--- src/rtl/spi_cmd_pkg.sv ---
// Shared constants for the SPI command engine: opcodes, sync/ack bytes
// and FSM state encoding.
package spi_cmd_pkg;

   localparam logic [7:0] OP_NOP    = 8'h00;
   localparam logic [7:0] OP_INIT   = 8'h11;
   localparam logic [7:0] OP_WR_INV = 8'h02;
   localparam logic [7:0] OP_WR_LED = 8'h04;
   localparam logic [7:0] OP_WR_VEC = 8'h06;
   localparam logic [7:0] OP_RD_VEC = 8'h07;

   localparam logic [7:0] INIT_BYTE = 8'h11;
   localparam logic [7:0] ACK_BYTE  = 8'h40;

   typedef enum logic {
      ST_SYNC  = 1'b0,
      ST_FRAME = 1'b1
   } state_t;

endpackage

--- src/rtl/spi_cmd_vec_ram.sv ---
// Byte-wide vector store: one synchronous write port and one
// asynchronous read port sharing a single address; contents not reset.
module spi_cmd_vec_ram #(
   parameter int DEPTH = 16,
   parameter int AW    = $clog2(DEPTH)
) (
   input  logic          CLK,
   input  logic          i_we,
   input  logic [AW-1:0] i_addr,
   input  logic [7:0]    i_wdata,
   output logic [7:0]    o_rdata
);

   logic [7:0] r_mem [DEPTH];

   always_ff @(posedge CLK) begin
      if (i_we) r_mem[i_addr] <= i_wdata;
   end

   assign o_rdata = r_mem[i_addr];

endmodule

--- src/rtl/spi_cmd_engine.sv ---
// Frames the SPI slave byte stream into fixed-length commands and answers
// every byte. Optional mid-frame abort timer: SPI_CMD_TIMEOUT_EN.
module spi_cmd_engine
   import spi_cmd_pkg::*;
#(
   parameter int FRAME_BYTES = 8,
   parameter int VEC_DEPTH   = 16,
   parameter int LED_W       = 3
`ifdef SPI_CMD_TIMEOUT_EN
   , parameter int TIMEOUT_CYC = 1000000
`endif
) (
   input  logic             CLK,
   input  logic             RST,
   input  logic             rx_valid,
   input  logic [7:0]       rx_data,
   output logic             rx_ready,
   output logic             tx_valid,
   output logic [7:0]       tx_data,
   input  logic             tx_ready,
   output logic [LED_W-1:0] led,
   output logic             synced,
   output logic             frame_done,
   output logic             frame_err
);

   localparam int IW = $clog2(FRAME_BYTES);
   localparam int PW = $clog2(VEC_DEPTH);

   state_t           r_state, w_state_n;
   logic [IW-1:0]    r_idx, w_idx_n;
   logic [7:0]       r_op, w_op_n;
   logic [LED_W-1:0] r_b1, w_b1_n;
   logic [LED_W-1:0] r_led, w_led_n;
   logic [PW-1:0]    r_ptr, w_ptr_n;
   logic             r_txv, w_txv_n;
   logic [7:0]       r_txd, w_txd_n;
   logic             r_done, w_done_n;

   logic             w_accept, w_rx_ready, w_last, w_body;
   logic             w_resp_v, w_we;
   logic [7:0]       w_resp, w_rdata;

   // One-entry response buffer: a byte may drain and refill in one cycle.
   assign w_rx_ready = ~r_txv | tx_ready;
   assign w_accept   = rx_valid & w_rx_ready;
   assign w_last     = (r_idx == IW'(FRAME_BYTES - 1));
   assign w_body     = (r_idx >= IW'(1)) && (r_idx <= IW'(4));

   spi_cmd_vec_ram #(
      .DEPTH (VEC_DEPTH)
   ) u_ram (
      .CLK     (CLK),
      .i_we    (w_we),
      .i_addr  (r_ptr),
      .i_wdata (rx_data),
      .o_rdata (w_rdata)
   );

`ifdef SPI_CMD_TIMEOUT_EN
   localparam int CW = $clog2(TIMEOUT_CYC + 1);
   logic [CW-1:0] r_cnt;
   logic          r_ferr;
   logic          w_to_hit;

   assign w_to_hit = (r_idx != '0) && !w_accept
                   && (r_cnt == CW'(TIMEOUT_CYC - 1));

   always_ff @(posedge CLK or posedge RST) begin
      if (RST) begin
         r_cnt  <= '0;
         r_ferr <= 1'b0;
      end else begin
         r_ferr <= w_to_hit;
         if (w_accept || w_to_hit || r_idx == '0) r_cnt <= '0;
         else r_cnt <= r_cnt + CW'(1);
      end
   end

   assign frame_err = r_ferr;
`else
   assign frame_err = 1'b0;
`endif

   always_comb begin
      w_state_n = r_state;
      w_idx_n   = r_idx;
      w_op_n    = r_op;
      w_b1_n    = r_b1;
      w_led_n   = r_led;
      w_ptr_n   = r_ptr;
      w_done_n  = 1'b0;
      w_resp_v  = 1'b0;
      w_resp    = 8'h00;
      w_we      = 1'b0;
      if (w_accept) begin
         unique case (r_state)
            ST_SYNC: begin
               if (rx_data == INIT_BYTE) begin
                  w_state_n = ST_FRAME;
                  w_idx_n   = '0;
                  w_resp_v  = 1'b1;
                  w_resp    = ACK_BYTE;
               end
            end
            ST_FRAME: begin
               w_resp_v = 1'b1;
               w_done_n = w_last;
               w_idx_n  = w_last ? '0 : r_idx + IW'(1);
               if (r_idx == '0) begin
                  w_op_n = rx_data;
                  w_resp = rx_data;
               end else begin
                  if (r_idx == IW'(1)) w_b1_n = rx_data[LED_W-1:0];
                  unique case (1'b1)
                     (r_op == OP_WR_INV): w_resp = ~rx_data;
                     (r_op == OP_WR_LED): begin
                        w_resp = rx_data;
                        if (w_last) w_led_n = r_b1;
                     end
                     (r_op == OP_WR_VEC): begin
                        if (w_body) begin
                           w_we    = 1'b1;
                           w_ptr_n = r_ptr + PW'(1);
                        end
                     end
                     (r_op == OP_RD_VEC): begin
                        if (w_body) begin
                           w_resp  = w_rdata;
                           w_ptr_n = r_ptr + PW'(1);
                        end
                     end
                     default: w_resp = 8'h00;
                  endcase
               end
            end
            default: w_state_n = ST_SYNC;
         endcase
      end
`ifdef SPI_CMD_TIMEOUT_EN
      if (w_to_hit) begin
         w_idx_n = '0;
         w_op_n  = OP_NOP;
      end
`endif
      w_txd_n = r_txd;
      w_txv_n = r_txv & ~tx_ready;
      if (w_resp_v) begin
         w_txv_n = 1'b1;
         w_txd_n = w_resp;
      end
   end

   always_ff @(posedge CLK or posedge RST) begin
      if (RST) begin
         r_state <= ST_SYNC;
         r_idx   <= '0;
         r_op    <= OP_NOP;
         r_b1    <= '0;
         r_led   <= '0;
         r_ptr   <= '0;
         r_txv   <= 1'b0;
         r_txd   <= 8'h00;
         r_done  <= 1'b0;
      end else begin
         r_state <= w_state_n;
         r_idx   <= w_idx_n;
         r_op    <= w_op_n;
         r_b1    <= w_b1_n;
         r_led   <= w_led_n;
         r_ptr   <= w_ptr_n;
         r_txv   <= w_txv_n;
         r_txd   <= w_txd_n;
         r_done  <= w_done_n;
      end
   end

   assign rx_ready   = w_rx_ready;
   assign tx_valid   = r_txv;
   assign tx_data    = r_txd;
   assign led        = r_led;
   assign synced     = (r_state == ST_FRAME);
   assign frame_done = r_done;

endmodule

--- config.mk ---
export PLATFORM = sky130hd
export DESIGN_NAME = spi_cmd_engine
export DESIGN_NICKNAME = d
export VERILOG_FILES = /design/src/rtl/spi_cmd_pkg.sv /design/src/rtl/spi_cmd_vec_ram.sv /design/src/rtl/spi_cmd_engine.sv
export SDC_FILE = /design/constraint.sdc
export NUM_CORES = 1
export LEC_CHECK = 0
export CAP_MARGIN = 20
export CORE_ASPECT_RATIO = 1.1
export CORE_MARGIN = 10
export CORE_UTILIZATION = 28
export CTS_CLUSTER_DIAMETER = 80
export CTS_CLUSTER_SIZE = 24
export DETAILED_ROUTE_END_ITERATION = 16
export PLACE_DENSITY = 0.44
export SLEW_MARGIN = 20
export SYNTH_ARGS = -nofsm -noshare
export SYNTH_HDL_FRONTEND = slang
export SYNTH_SLANG_ARGS = --single-unit
--- constraint.sdc ---
create_clock -name CLK -period 4.5 [get_ports CLK]
set_clock_uncertainty 0.15 [all_clocks]
set_input_delay 0.675 -clock CLK [delete_from_list [all_inputs] [get_ports CLK]]
set_output_delay 0.675 -clock CLK [all_outputs]
set_load 0.005 [all_outputs]
* After elaboration in Yosys (flattened, before gate mapping) *
Memories as Yosys holds them, arrays and structs flattened.
Cells that the tools add are included.

cells by class
  add/subtract/negate cells = 2
  magnitude comparators = 2
  eq/ne operators = 8
  multiplexer cells = 23
  bitwise operators = 8
  reduce and logical (&&, ||, !) cells = 8

operator list
  kind                 number
  $eq 8x3->1 const B   3
  $mux 8               3
  $pmux 8 s3           1
  $pmux 8 s2           1
  $mux 1               13
  $reduce_and 5->1     2
  $eq 8x2->1 const B   1
  $eq 8x5->1 const B   1
  $not 8->8            1
  $mux 7               1
  $mux 3               2
  $pmux 3 s2           1
  $add 4x1->4 const B  1
  $not 1->1            4
  $reduce_and 4->1     1
  $add 3x1->3 const B  1
  $eq 3x1->1 const B   1
  $eq 3x3->1 const B   1
  $ge 3x1->1 const B   1
  $le 3x3->1 const B   1
  $logic_not 3->1      1
  $reduce_and 3->1     1
  $and 1x1->1          2
  $ne 2x2->1 const B   1
  other kinds (5)      5

storage, ports and cells
  register bits after elaboration = 32
  memory bits (writable) = 128
  input bits = 12
  output and inout bits = 16
  logic and storage cells = 61
  memories = 1

memory list
  name         depth  width  rd ports  clocked after Yosys merged registers in  wr ports  RTL line               text
  u_ram.r_mem  16     8      1         0                                        1         spi_cmd_vec_ram.sv:14  logic [7:0] r_mem [DEPTH];

* Depth between registers and ports, before layout *
  word-level depth = 9
  gate-level depth with buffers = 8
  gate-level depth less buffers = 7

* Cells and area by module *
From an unflattened synthesis, not the netlist that was laid out.

unflattened totals
  cells, all modules = 390
  area total of the unflattened synthesis = 6631.4 um^2

by module, submodules not included
  module           instances  cells each  area an instance (um^2)  sequential area each (um^2)
  spi_cmd_vec_ram  1          222         4907.2                   3843.7
  spi_cmd_engine   1          168         1724.2                   800.8

* Worst setup path after synthesis *
OpenSTA, ideal clock, no wires.

  path kind = input to register
  start = in tx_ready
  end = mem u_ram.r_mem[11][0] (enable)
  setup time = 0.395 ns
  arrival = 2.374 ns
  data required time = 3.955 ns
  path slack = 1.581 ns
  cell stages on the path = 5
  path buffers = 1
  path through = nand2b_1 > and3_1 > clkbuf_1 > nand4_2 > nor4_1

on the way
  cells in the longest elaborated chain, start to end = 5

RTL lines
  item                          RTL line               text
  start: declaration            spi_cmd_engine.sv:20   input logic tx_ready,
  $or 1x1->1                    spi_cmd_engine.sv:45   assign w_rx_ready = ~r_txv | tx_ready;
  $and 1x1->1                   spi_cmd_engine.sv:46   assign w_accept = rx_valid & w_rx_ready;
  $mux 1                        spi_cmd_engine.sv:96   if (w_accept) begin
  $mux 1                        spi_cmd_vec_ram.sv:17  if (i_we) r_mem[i_addr] <= i_wdata;
  $mux 1 (not written as such)  spi_cmd_vec_ram.sv:17
  end: declaration              spi_cmd_vec_ram.sv:14

Every way passes these cells.

* Worst setup path in the final report *
  start = in tx_ready
  end = mem u_ram.r_mem[0][4] (enable)

Same word-level chain as after synthesis.

==> impl_metrics.json <==
{
  "multi_input_area_mm2": 0.00188,
  "dieArea_mm2": 0.0305,
  "share_seq_of_total_power_pct": 46.7,
  "worstMarginPinSlew_ns": 0.931,
  "postPlaceCellArea_mm2": 0.00730,
  "place_congestion": 0.800,
  "rsz0062_at_grt": "false",
  "synth_ff_type": "edfxtp_1",
  "die_h_um": 182,
  "worstReg2RegStart": "r_idx[0]$_DFFE_PP0P_",
  "synth_area_leader_cell": "edfxtp_1",
  "row_count": 59,
  "ys_ff_latch": 160,
  "worstReg2RegEnd": "u_ram.r_mem[0][4]$_DFFE_PP_",
  "path_clk_slew_ns": 0.06,
  "n_fill_cell": 2276,
  "maxSlewHeadroom_pct": 37.9,
  "synth-edff-count": 128,
  "synth.distinct_cells": 48,
  "dr.pass1.iters": 5,
  "fin_util_pct": 33.5,
  "yosys_warnings": 0,
  "drc": 0,
  "required_ns": 4.44,
  "switchingPower_mw": 0.986,
  "reg2reg_depth": 7,
  "vias": 3651,
  "dp_hpwl_um": 11100,
  "place_inst": 720,
  "setup_tns_ns": 0,
  "grt_pass1_vias": 3859,
  "vdd.ir_drop.worst_uv": 267,
  "fin_cells": 752,
  "core_area_mm2": 0.0236,
  "root_buffer": "clkbuf_16",
  "diodes": 0,
  "seqCellArea_mm2": 0.00465,
  "layout-drive-gt1-share_pct": 20.1,
  "outcome": "complete, no violations",
  "clkSinkCount": 160,
  "postSynthAreaPerCell_um2": 16.9,
  "worstPathCellList": "clkdlybuf4s50_1, nand2b_1, and3_1, nand4_2, nor4_2, and2_1",
  "cp_max_fo": 10,
  "leakage_nw": 2.65,
  "cts_hold_buf": 0,
  "design_area_mm2": 0.00791,
  "finalNetCount": 455,
  "synth_area_mm2": 0.00669,
  "globalRoute.totalOverflow": 0,
  "cts_resized": 0,
  "area_growth_pct": 18.4,
  "grt_start_max_net_pins": 37,
  "fmax_mhz": 331,
  "synth_async_sr_flop_share_pct": 20.0,
  "crit_path_end": "u_ram.r_mem[0][4]$_DFFE_PP_",
  "io_pins": 28,
  "post_cts_buffers": 0,
  "cts_buffer_depth": 2,
  "crit_arrival_ns": 2.96,
  "rrSetupSlack_ns": 1.57,
  "critical_path.max_stage_delay_ns": 0.47,
  "fin_crit_ns": 3.02,
  "crit_type": "input port to register",
  "worst_setup_path_start_kind": "input port",
  "first_iter_violations": 353,
  "ys_seq_area_share_pct": 69.5,
  "cp-end-kind": "register",
  "port_buffers": 26,
  "finalSetupViolations": 0,
  "p_clk_share_pct": 37.6,
  "ys_top_cells_by_area": "edfxtp_1 (57%), dfrtp_1 (12%), mux4_2 (5.1%), mux2_2 (4.2%), mux2i_1 (3.9%)",
  "wl_um": 16600,
  "syn-num-nets": 415,
  "start_util_pct": 28.3,
  "syn_inst": 395,
  "p_int_mw": 2.86,
  "via_per_inst": 4.86,
  "cap_violations": 0,
  "synth_top_area_share_pct": 57.5,
  "wl_per_cell_um": 22.1,
  "die_w_um": 167,
  "crit_path_top_delay_cell": "nor4_2",
  "clkLatencyLatePin_ns": 0.43,
  "critPathLaunch": "tx_ready",
  "grt_first_pass_wirelength_um": 25400,
  "yosys-top-cells-count": "edfxtp_1 (128), dfrtp_1 (32), mux2i_1 (26)",
  "cts_tree": "built",
  "antenna_left": 0,
  "synth_most_common_cell": "edfxtp_1",
  "p_sw_share_pct": 25.7,
  "min_period_over_period_pct": 67.1,
  "p_total_mw": 3.84,
  "power_frac_comb_pct": 15.7,
  "hold_viol_final": 0,
  "grt.total_usage_pct": 11.1,
  "cts_buffers": 17,
  "min_path_type": "register to register",
  "grt_antenna_before_repair": 0,
  "htree_levels": 4,
  "power_density_mw_per_mm2": 486,
  "final_max_slew_viol_count": 0
}
routing by layer:
layer | wire length [um] | GRT usage (%) | share of wire [%] | vias up
met2 | 7970 | 17.3 | 48 | 100
met5 | 0 | 0 | 0 | -
met3 | 868 | 3.31 | 5.2 | 16
met1 | 7590 | 14.7 | 46 | 1903
li1 | - | - | - | 1632
met4 | 170 | 2.82 | 1.0 | 0
metrics by stage:
step           setup WS (ns)  hold WS [ns]
6_report                1.48         0.325
5_1_grt                 1.24         0.366
4_1_cts                 1.45         0.332
3_5_place_dp           0.992         0.317
3_3_place_gp            1.02         0.320
2_1_floorplan           1.58         0.300
sequential cells by signal (all words and copies together), names as in the netlist:
register	cells
tx_valid	1
tx_data	8
r_b1	3
r_ptr	4
synced	1
frame_done	1
r_op	8
r_idx	3
led	3
u_ram.r_mem	128
placed cells by master, fill, tap and decap left out, drive strengths merged, types with 2 or more instances in the layout:
master | Yosys | final
nand2b | 3 | 3
inv | 10 | 10
xor2 | 2 | 2
o2111ai | 6 | 6
o22ai | 4 | 4
clkbuf | 7 | 17
ha | 8 | 8
o211ai | 2 | 2
and2 | 16 | 16
nand3 | 10 | 10
nor3b | 2 | 2
a2111oi | 2 | 2
nor4 | 6 | 6
a21oi | 3 | 3
mux2i | 26 | 26
o21ai | 6 | 6
clkdlybuf4s50 | 0 | 26
nor2 | 6 | 6
nand2 | 21 | 21
o32a | 2 | 2
nor3 | 6 | 6
nor2b | 5 | 5
a31oi | 2 | 2
mux2 | 25 | 25
and3 | 2 | 2
edfxtp | 128 | 128
a221oi | 5 | 5
mux4 | 19 | 19
clkinvlp | 0 | 5
and4 | 2 | 2
dfrtp | 32 | 32
a22oi | 2 | 2
buf | 12 | 14
bufinv | 0 | 3
clkinv | 0 | 6
nor4b | 3 | 3
logic make-up (layout without fill, tap and decap cells):
kind of cell	count (synthesis)	in the layout	synth area share (%)
adders and majority gates	8	8	1.50
DFF	160	160	69.5
buffers and inverters	29	81	2.38
and+or+nand+nor	87	87	7.43
AOI/OAI and AO/OA	37	37	4.04
xor gates and xnor gates	3	3	0.393
muxes	70	70	14.7
other	1	1	0.0561
final cells by class:
type                            count  area share (%)
Sequential cell                   160            58.7
Multi-Input combinational cell    206            23.8
Clock buffer                       17            5.38
Tap cell                          305            4.82
Timing Repair Buffer               40            4.71
Clock inverter                     14            2.13
Inverter                           10           0.474
worst min path at each step:
stage,start,endpoint,slack [ns],depth (start not counted)
finish,tx_data[5]$_DFFE_PP0P_,tx_data[5]$_DFFE_PP0P_,0.33,2
global route,r_op[7]$_DFFE_PP0P_,r_op[7]$_DFFE_PP0P_,0.37,1
CTS,tx_data[5]$_DFFE_PP0P_,tx_data[5]$_DFFE_PP0P_,0.33,2
detailed placement,tx_data[5]$_DFFE_PP0P_,tx_data[5]$_DFFE_PP0P_,0.32,2
global placement,tx_data[5]$_DFFE_PP0P_,tx_data[5]$_DFFE_PP0P_,0.32,2
floorplan,r_op[4]$_DFFE_PP0P_,r_op[4]$_DFFE_PP0P_,0.30,2
worst max-delay path: cells and delay by family:
kind,cells,cell delay (ns)
buf+inv,1,0.45
simple gates,5,1.81
power by group through the flow:
stage               clock network (mW)  logic (mW)  registers (mW)
floorplan                            0       0.418            1.77
detailed placement                   0       0.568            1.85
finish                            1.45       0.604            1.79
CTS                               1.48       0.570            1.82
global route                      1.54       0.661            1.81
global placement                     0       0.567            1.85
No activity file was read; power rests on OpenSTA's default activity.
